==> config.mk <==
export PLATFORM = sky130hd
export DESIGN_NAME = mem_port_arbiter
export DESIGN_NICKNAME = d
export VERILOG_FILES = /design/src/rtl/mem_port_arbiter.sv
export SDC_FILE = /design/constraint.sdc
export NUM_CORES = 1
export LEC_CHECK = 0
export ABC_AREA = 1
export ABC_CLOCK_PERIOD_IN_PS = 3800
export CELL_PAD_IN_SITES_DETAIL_PLACEMENT = 0
export CELL_PAD_IN_SITES_GLOBAL_PLACEMENT = 2
export CORE_MARGIN = 8
export CORE_UTILIZATION = 22
export DETAILED_ROUTE_END_ITERATION = 6
export PLACE_DENSITY = 0.79
export SLEW_MARGIN = 20
export SYNTH_ARGS = -nofsm -noshare
export SYNTH_HDL_FRONTEND = slang
export SYNTH_SLANG_ARGS = --single-unit
==> constraint.sdc <==
create_clock -name clk -period 3.8 [get_ports clk]
set_input_delay 0.76 -clock clk [delete_from_list [all_inputs] [get_ports clk]]
set_output_delay 0.76 -clock clk [all_outputs]
set_load 0.005 [all_outputs]
==> src/rtl/mem_port_arbiter.sv <==
// Purpose : shares one memory port between instruction fetch (read-only) and load/store (read/write).
//           Round-robin on ties, one outstanding memory transaction, variable-latency memory with ack.
// Latency : req sampled in IDLE at N -> mem_en at N+1 -> mem_ack at M>=N+1 -> ack at M+1; misaligned -> ack+err at N+1.
// Backpressure: requesters hold req and their inputs stable until their ack; the stall is req && !ack.
//           A request arriving while a transaction is in flight waits until IDLE.
// Ports   : clk/rst (sync, active-low); if_req/if_addr -> if_ack/if_rdata; d_req/d_we/d_addr/d_wdata -> d_ack/d_rdata;
//           err (qualifies either ack); mem_en/mem_we/mem_addr/mem_wdata -> memory, mem_ack/mem_rdata <- memory;
//           busy = not IDLE.
module mem_port_arbiter #(
    parameter int AW      = 32,
    parameter int DW      = 32,
    parameter int TIMEOUT = 16
) (
    input  logic          clk,
    input  logic          rst,
    input  logic          if_req,
    input  logic [AW-1:0] if_addr,
    output logic          if_ack,
    output logic [DW-1:0] if_rdata,
    input  logic          d_req,
    input  logic          d_we,
    input  logic [AW-1:0] d_addr,
    input  logic [DW-1:0] d_wdata,
    output logic          d_ack,
    output logic [DW-1:0] d_rdata,
    output logic          err,
    output logic          mem_en,
    output logic          mem_we,
    output logic [AW-1:0] mem_addr,
    output logic [DW-1:0] mem_wdata,
    input  logic          mem_ack,
    input  logic [DW-1:0] mem_rdata,
    output logic          busy
);
    typedef enum logic [1:0] {IDLE, BUSY, RESP} state_t;

    localparam int            CW       = (TIMEOUT > 2) ? $clog2(TIMEOUT) : 1;
    localparam logic [CW-1:0] CNT_LAST = CW'(TIMEOUT - 1);
    localparam logic          G_FETCH  = 1'b0;
    localparam logic          G_DATA   = 1'b1;

    state_t        state, state_n;
    logic [CW-1:0] cnt, cnt_n;
    logic          last_grant, last_grant_n;
    logic          grant, grant_n;
    logic          is_store, is_store_n;

    logic          if_ack_n, d_ack_n, err_n, mem_en_n, mem_we_n;
    logic [DW-1:0] if_rdata_n, d_rdata_n, mem_wdata_n, resp_data;
    logic [AW-1:0] mem_addr_n, sel_addr;
    logic          pick;

    always_comb begin
        state_n      = state;
        cnt_n        = cnt;
        last_grant_n = last_grant;
        grant_n      = grant;
        is_store_n   = is_store;
        if_ack_n     = 1'b0;
        d_ack_n      = 1'b0;
        err_n        = 1'b0;
        if_rdata_n   = '0;
        d_rdata_n    = '0;
        mem_en_n     = 1'b0;
        mem_we_n     = 1'b0;
        mem_addr_n   = mem_addr;
        mem_wdata_n  = mem_wdata;
        pick         = G_FETCH;
        sel_addr     = if_addr;
        resp_data    = '0;

        case (state)
            IDLE: begin
                if (if_req || d_req) begin
                    // Tie goes to whoever was not served last; a lone requester always wins.
                    if (if_req && d_req) pick = ~last_grant;
                    else                 pick = d_req ? G_DATA : G_FETCH;
                    sel_addr     = (pick == G_DATA) ? d_addr : if_addr;
                    grant_n      = pick;
                    last_grant_n = pick;
                    is_store_n   = (pick == G_DATA) && d_we;
                    if (sel_addr[1:0] != 2'b00) begin
                        // Misaligned: answer with an error straight away, memory untouched.
                        state_n  = RESP;
                        err_n    = 1'b1;
                        if_ack_n = (pick == G_FETCH);
                        d_ack_n  = (pick == G_DATA);
                    end else begin
                        state_n     = BUSY;
                        cnt_n       = '0;
                        mem_en_n    = 1'b1;
                        mem_we_n    = (pick == G_DATA) && d_we;
                        mem_addr_n  = sel_addr;
                        mem_wdata_n = (pick == G_DATA) ? d_wdata : '0;
                    end
                end
            end
            BUSY: begin
                cnt_n = cnt + CW'(1);
                // A memory ack on the final counted cycle still beats the timeout.
                if (mem_ack || (cnt == CNT_LAST)) begin
                    state_n   = RESP;
                    err_n     = !mem_ack;
                    resp_data = (mem_ack && !is_store) ? mem_rdata : '0;
                    if_ack_n  = (grant == G_FETCH);
                    d_ack_n   = (grant == G_DATA);
                    if (grant == G_DATA) d_rdata_n  = resp_data;
                    else                 if_rdata_n = resp_data;
                end
            end
            RESP: begin
                state_n = IDLE;
            end
            default: begin
                state_n = IDLE;
            end
        endcase
    end

    always_ff @(posedge clk) begin
        if (!rst) begin
            state      <= IDLE;
            cnt        <= '0;
            last_grant <= G_DATA;
            grant      <= G_FETCH;
            is_store   <= 1'b0;
            if_ack     <= 1'b0;
            d_ack      <= 1'b0;
            err        <= 1'b0;
            if_rdata   <= '0;
            d_rdata    <= '0;
            mem_en     <= 1'b0;
            mem_we     <= 1'b0;
            mem_addr   <= '0;
            mem_wdata  <= '0;
            busy       <= 1'b0;
        end else begin
            state      <= state_n;
            cnt        <= cnt_n;
            last_grant <= last_grant_n;
            grant      <= grant_n;
            is_store   <= is_store_n;
            if_ack     <= if_ack_n;
            d_ack      <= d_ack_n;
            err        <= err_n;
            if_rdata   <= if_rdata_n;
            d_rdata    <= d_rdata_n;
            mem_en     <= mem_en_n;
            mem_we     <= mem_we_n;
            mem_addr   <= mem_addr_n;
            mem_wdata  <= mem_wdata_n;
            busy       <= (state_n != IDLE);
        end
    end
endmodule

==> flow_summary.ini, run 1 <==
[critical_path]
crit_buf_inv = 2
arrival_ns = 2.72
critPathSlowestCell = clkdlybuf4s50_1
crit_type = in -> reg
crit_family = simple AND/OR/NAND/NOR gates
path_cells = clkdlybuf4s50_1 > nand2_1 > nand2_2 > nand2_1 > nand2_4 > nand3_4 > buf_12 > nand2_1 > nand2_1 > nor2_1
required_ns = 4.16
end_kind = register
max_stage_delay_ns = 0.48
cp-start-kind = primary input
path_max_fanout = 87
path_common_cell = nand2_1

[grt]
grt_overflow = 0
grt_pass1_vias = 5573
antenna_found_initial = 1
grtUsageTotal_pct = 13.3
grt_max_degree = 88
grt_pass1_wl_um = 32500

[detailed_routing]
drc = 0
drt_iter0_drc = 329
post_drt_wl_per_cell_um = 14.8
drt-total-wl_um = 21300
vias_per_cell = 3.88
drt-pass1-iter-count = 4
vias = 5572
ant_nets = 0

[power]
p_switching_uw = 1100
switching_share_pct = 28.5
power_frac_clock_pct = 41.9
share_comb_of_total_power_pct = 16.6
internal_power_uw = 2760
seqPwrFrac_pct = 41.4
power_leakage_uw = 0.00422
ir_drop_uv = 202
powerDensity_nw_per_um2 = 417

[floorplanning]
die_h_um = 178
pin_count = 268
core-area_um2 = 25900
die-area_um2 = 31600
rows = 59
start_util_pct = 22.2
die_w_um = 178

[logic_synthesis]
syn_area_um2 = 5760
ys_ff_latch = 143
synth_cells = 841
syn_area_per_cell_um2 = 6.85
ys_warn_count = 0
synth_seq_area_share_pct = 49.7
ys_types = 22
synth_nets = 976

[clock_tree]
hold_buffers = 0
cts_buffers = 17
clk_path_buf_depth = 2
clk_latency_ns = 0.42
cts-root-buf = clkbuf_16
tritoncts = built
cts_resized = 0
post-cts-setup-buffers = 0
clkSinkCount = 143
ctsHtreeMaxLevel = 4
clk_pin_slew_ns = 0.07

[place]
gp_congestion = 0.736
dpl.hpwl_um = 15700
port-buffer-count = 267
dpl-instance-area_um2 = 8720

[flow_run]
maxCapViolations = 0

[sta]
rsz0062_at_grt = no
whs_ns = 0.460
finalSetupViolCount = 0
tightest_slew_ns = 0.786
slew_headroom_pct = 47.6
min_period_ns = 2.37
fin_tns_setup_ns = 0
fmax_mhz = 423
slew_viol_final = 0
timing.final.crit_share_pct = 62.3
hold_violations = 0
finClkSkew_ns = 0.0115

[cells_and_area]
area_delta_synth_final_pct = 61.0
fillerInstances = 2742
drive_above_1_share_pct = 5.08
final_cell_mix = 266 x clkdlybuf4s50_1, 263 x nand2_1, 143 x dfxtp_1, 139 x inv_1, 110 x nor2_1
utilization_pct = 35.8
final_common_cell = clkdlybuf4s50_1
diodes = 0
nets = 1224
fin_area_um2 = 9280

[status]
status = finished, final reports clean

[worst_hold_path]
hold_path_class = reg -> reg
[tightest hold or removal path: stages (launching register included)]
cell,delay [ns]
dfxtp_1,0.33
nand2_1,0.05
nand3_1,0.05
[flip-flops by register name (all words and copies together) (netlist names)]
name and cells:
last_grant 1, mem_wdata 32, mem_en 1, err 1, if_rdata 32, busy 1, mem_addr 32, if_ack 1
d_ack 1, mem_we 1, grant 1, cnt 4, d_rdata 32, state 2, is_store 1
[Yosys cell counts]
| master | number | area share [%] |
|---|---|---|
| a21oi_1 | 11 | 0.96 |
| buf_1 | 6 | 0.39 |
| buf_2 | 19 | 1.6 |
| buf_4 | 1 | 0.13 |
| buf_6 | 5 | 0.98 |
| clkbuf_1 | 18 | 1.2 |
| clkinv_1 | 1 | 0.065 |
| dfxtp_1 | 143 | 50 |
| ha_1 | 1 | 0.22 |
| inv_1 | 139 | 9.1 |
| inv_2 | 7 | 0.46 |
| nand2_1 | 263 | 17 |
| nand2_2 | 1 | 0.11 |
| nand2_4 | 1 | 0.20 |
| nand3_1 | 15 | 1.3 |
| nand3_2 | 1 | 0.17 |
| nand4_1 | 27 | 2.9 |
| nor2_1 | 111 | 7.2 |
| nor2_2 | 1 | 0.11 |
| nor3_1 | 65 | 5.6 |
| o21ai_0 | 4 | 0.35 |
| or2_2 | 1 | 0.11 |
[per-layer routing]
metal  global-route usage [%]  vias up  routed length, µm
met4                     3.13        2                194
li1                         -     3004                  -
met3                     3.32       12                993
met5                        0        -                 13
met1                     16.2     2446               9230
met2                     23.3      108              10800
[metrics by stage]
step / instances / setup slack [ns] / total power (µW)
final: 1437 / 1.43 / 3870
after global routing: 1437 / 1.22 / 4080
after CTS: 1437 / 1.42 / 3930
after detailed placement: 1405 / 0.970 / 2290
after global placement: 1405 / 1.03 / 2290
after floorplan: 841 / 2.04 / 1940
[worst paths after layout]
path | startpoint | to | slack [ns] | depth (start not counted)
setup reg to reg | state[1] | mem_addr[20] | 1.84 | 6
setup / recovery | if_req | mem_addr[20] | 1.43 | 10
hold / removal | last_grant | last_grant | 0.46 | 2
hold reg to reg | last_grant | last_grant | 0.46 | 2
[cell families after synthesis]
logic type               count (synthesis)  share of synthesized area [%]
AO/OA/AOI/OAI                           15                           1.30
flip-flops                             143                           49.7
adder cells (fa/ha/maj)                  1                          0.217
AND/OR/NAND/NOR                        486                           34.9
buffers and inverters                  196                           13.9
[cell type report]
| class | instances | area (µm²) | share of cell area [%] |
|---|---|---|---|
| flip-flops and latches | 143 | 2860 | 30.8 |
| clock buffers | 18 | 429 | 4.62 |
| multi-input cells | 502 | 2110 | 22.7 |
| repair buffers | 278 | 2780 | 29.9 |
| inverters | 147 | 552 | 5.94 |
| well taps | 335 | 419 | 4.52 |
| clock inverters | 14 | 134 | 1.44 |
[power by group through the flow]
stage / logic [µW] / clock network [µW] / registers (µW)
2_1_floorplan: 302 / 0 / 1640
6_report: 644 / 1620 / 1600
3_3_place_gp: 655 / 0 / 1640
5_1_grt: 725 / 1740 / 1610
3_5_place_dp: 654 / 0 / 1640
4_1_cts: 658 / 1670 / 1600
Note: power is estimated with default switching activity, not from simulation.
==> run 2: changes to the inputs <==
--- a/config.mk
+++ b/config.mk
@@ -6,13 +6,13 @@
 export NUM_CORES = 1
 export LEC_CHECK = 0
 export ABC_AREA = 1
-export ABC_CLOCK_PERIOD_IN_PS = 3800
+export ABC_CLOCK_PERIOD_IN_PS = 2300
 export CELL_PAD_IN_SITES_DETAIL_PLACEMENT = 0
 export CELL_PAD_IN_SITES_GLOBAL_PLACEMENT = 2
 export CORE_MARGIN = 8
-export CORE_UTILIZATION = 22
+export CORE_UTILIZATION = 21
 export DETAILED_ROUTE_END_ITERATION = 6
-export PLACE_DENSITY = 0.79
+export PLACE_DENSITY = 0.76
 export SLEW_MARGIN = 20
 export SYNTH_ARGS = -nofsm -noshare
 export SYNTH_HDL_FRONTEND = slang
==> constraint.sdc (replaced) <==
create_clock -name clk -period 2.3 [get_ports clk]
set_input_delay 0.46 -clock clk [delete_from_list [all_inputs] [get_ports clk]]
set_output_delay 0.46 -clock clk [all_outputs]
set_load 0.005 [all_outputs]
==> run 2 against run 1 <==
Flip-flop and latch count unchanged. Critical path type is now reg -> out. Combinational power increased by 69%. Final cell count increased by 0.63%. Largest power group is now registers. Via count increased by 0.70%. Largest cell class unchanged.
==> flow_summary.ini, run 2 (synthesis results as in run 1) <==
[detailed_routing]
drt-total-wl_um = 21800
vias_per_cell = 3.88
vias = 5611
ant_nets = 0
drt-pass1-iter-count = 5
drc = 0
post_drt_wl_per_cell_um = 15.1
drt_iter0_drc = 350

[clock_tree]
hold_buffers = 0
post-cts-setup-buffers = 0
clk_latency_ns = 0.41
clkSinkCount = 143
ctsHtreeMaxLevel = 4
tritoncts = built
clk_path_buf_depth = 2
cts_resized = 0
clk_pin_slew_ns = 0.06
cts_buffers = 17
cts-root-buf = clkbuf_16

[grt]
grtUsageTotal_pct = 13.1
grt_pass1_wl_um = 33800
grt_pass1_vias = 5582
antenna_found_initial = 0
grt_max_degree = 65
grt_overflow = 0

[critical_path]
r2r-start = cnt[0]
critPathSlowestCell = clkdlybuf4s50_1
end_kind = output port
cp-start-kind = register
ff2ff_setup_slack_ns = 0.69
arrival_ns = 1.33
required_ns = 1.84
path_max_fanout = 1
path_cells = clkdlybuf4s50_1
crit_buf_inv = 1
crit_type = reg -> out
crit_family = buffers and inverters
max_stage_delay_ns = 0.57
rr_endpoint = if_rdata[11]
worst_r2r_path_depth = 8

[place]
gp_congestion = 0.740
port-buffer-count = 267
dpl.hpwl_um = 15700

[cells_and_area]
nets = 1227
fillerInstances = 2870
final_common_cell = clkdlybuf4s50_1
register_area_um2 = 2860
final_cell_mix = 266 x clkdlybuf4s50_1, 263 x nand2_1, 143 x dfxtp_1, 139 x inv_1, 110 x nor2_1
drive_above_1_share_pct = 5.25
area_delta_synth_final_pct = 61.9
multiInputGateArea_um2 = 2110

[worst_hold_path]
holdPathStages = 2
min_to = last_grant
hold_path_class = reg -> reg
min_from = last_grant

[floorplanning]
rows = 60
core-area_um2 = 27000
die_h_um = 182
pin_count = 268
die_w_um = 182
start_util_pct = 21.4
die-area_um2 = 33000

[power]
switching_share_pct = 26.6
p_switching_uw = 1690
internal_power_uw = 4660
ir_drop_uv = 276
power_leakage_uw = 0.00424
seqPwrFrac_pct = 41.7
powerDensity_nw_per_um2 = 680
power_frac_clock_pct = 41.2
share_comb_of_total_power_pct = 17.2

[sta]
slew_viol_final = 0
fin_tns_setup_ns = 0
min_period_ns = 1.79
tightest_slew_ns = 0.449
whs_ns = 0.461
slew_headroom_pct = 70.0
rsz0062_at_grt = no
hold_violations = 0
timing.final.crit_share_pct = 77.6
finalSetupViolCount = 0
fmax_mhz = 560
finClkSkew_ns = 0.0101

[status]
status = finished, final reports clean

[flow_run]
maxCapViolations = 0
## run 2: worst max path at each step
stage | start | slack [ns] | end | cells after the start
floorplan | if_req | 0.84 | busy | 10
global placement | if_req | 0.21 | mem_wdata[7] | 9
detailed placement | if_req | 0.16 | mem_wdata[23] | 9
CTS | busy | 0.45 | busy | 1
global route | busy | 0.46 | busy | 1
finish | busy | 0.51 | busy | 1
## run 2: through the flow
stage	utilization [%]	instance area [µm²]	power [µW]	instances	setup WS, ns
after detailed placement	32.6	8770	3810	1414	0.164
final	34.6	9330	6350	1446	0.514
after global routing	34.6	9330	6730	1445	0.462
after floorplan	-	5760	3200	841	0.838
after CTS	34.6	9330	6480	1445	0.455
after global placement	32.6	8770	3810	1414	0.208
## run 2: routing by layer
| metal | share of wire [%] | wire length [µm] | vias to the layer above | GRT usage [%] |
|---|---|---|---|---|
| met4 | 0.89 | 193 | 0 | 3.15 |
| met1 | 44 | 9590 | 2474 | 15.7 |
| li1 | - | - | 3010 | - |
| met2 | 50 | 11000 | 115 | 23.3 |
| met5 | 0 | 0 | - | 0 |
| met3 | 4.6 | 1000 | 12 | 3.23 |
## run 2: area by class of cell
| class | instances | area share (%) |
|---|---|---|
| tap | 341 | 4.57 |
| clock inverter | 12 | 1.21 |
| timing repair buffer | 281 | 30.2 |
| inverter | 147 | 5.91 |
| sequential | 143 | 30.7 |
| clock buffer | 19 | 4.75 |
| antenna | 1 | 0.0268 |
| multi-input combinational | 502 | 22.6 |
## run 2: power by group through the flow
stage          clock network, µW  logic [µW]  registers, µW
2_1_floorplan                  0         498           2700
3_3_place_gp                   0        1110           2700
3_5_place_dp                   0        1100           2700
4_1_cts                     2720        1110           2650
5_1_grt                     2850        1220           2660
6_report                    2610        1090           2650
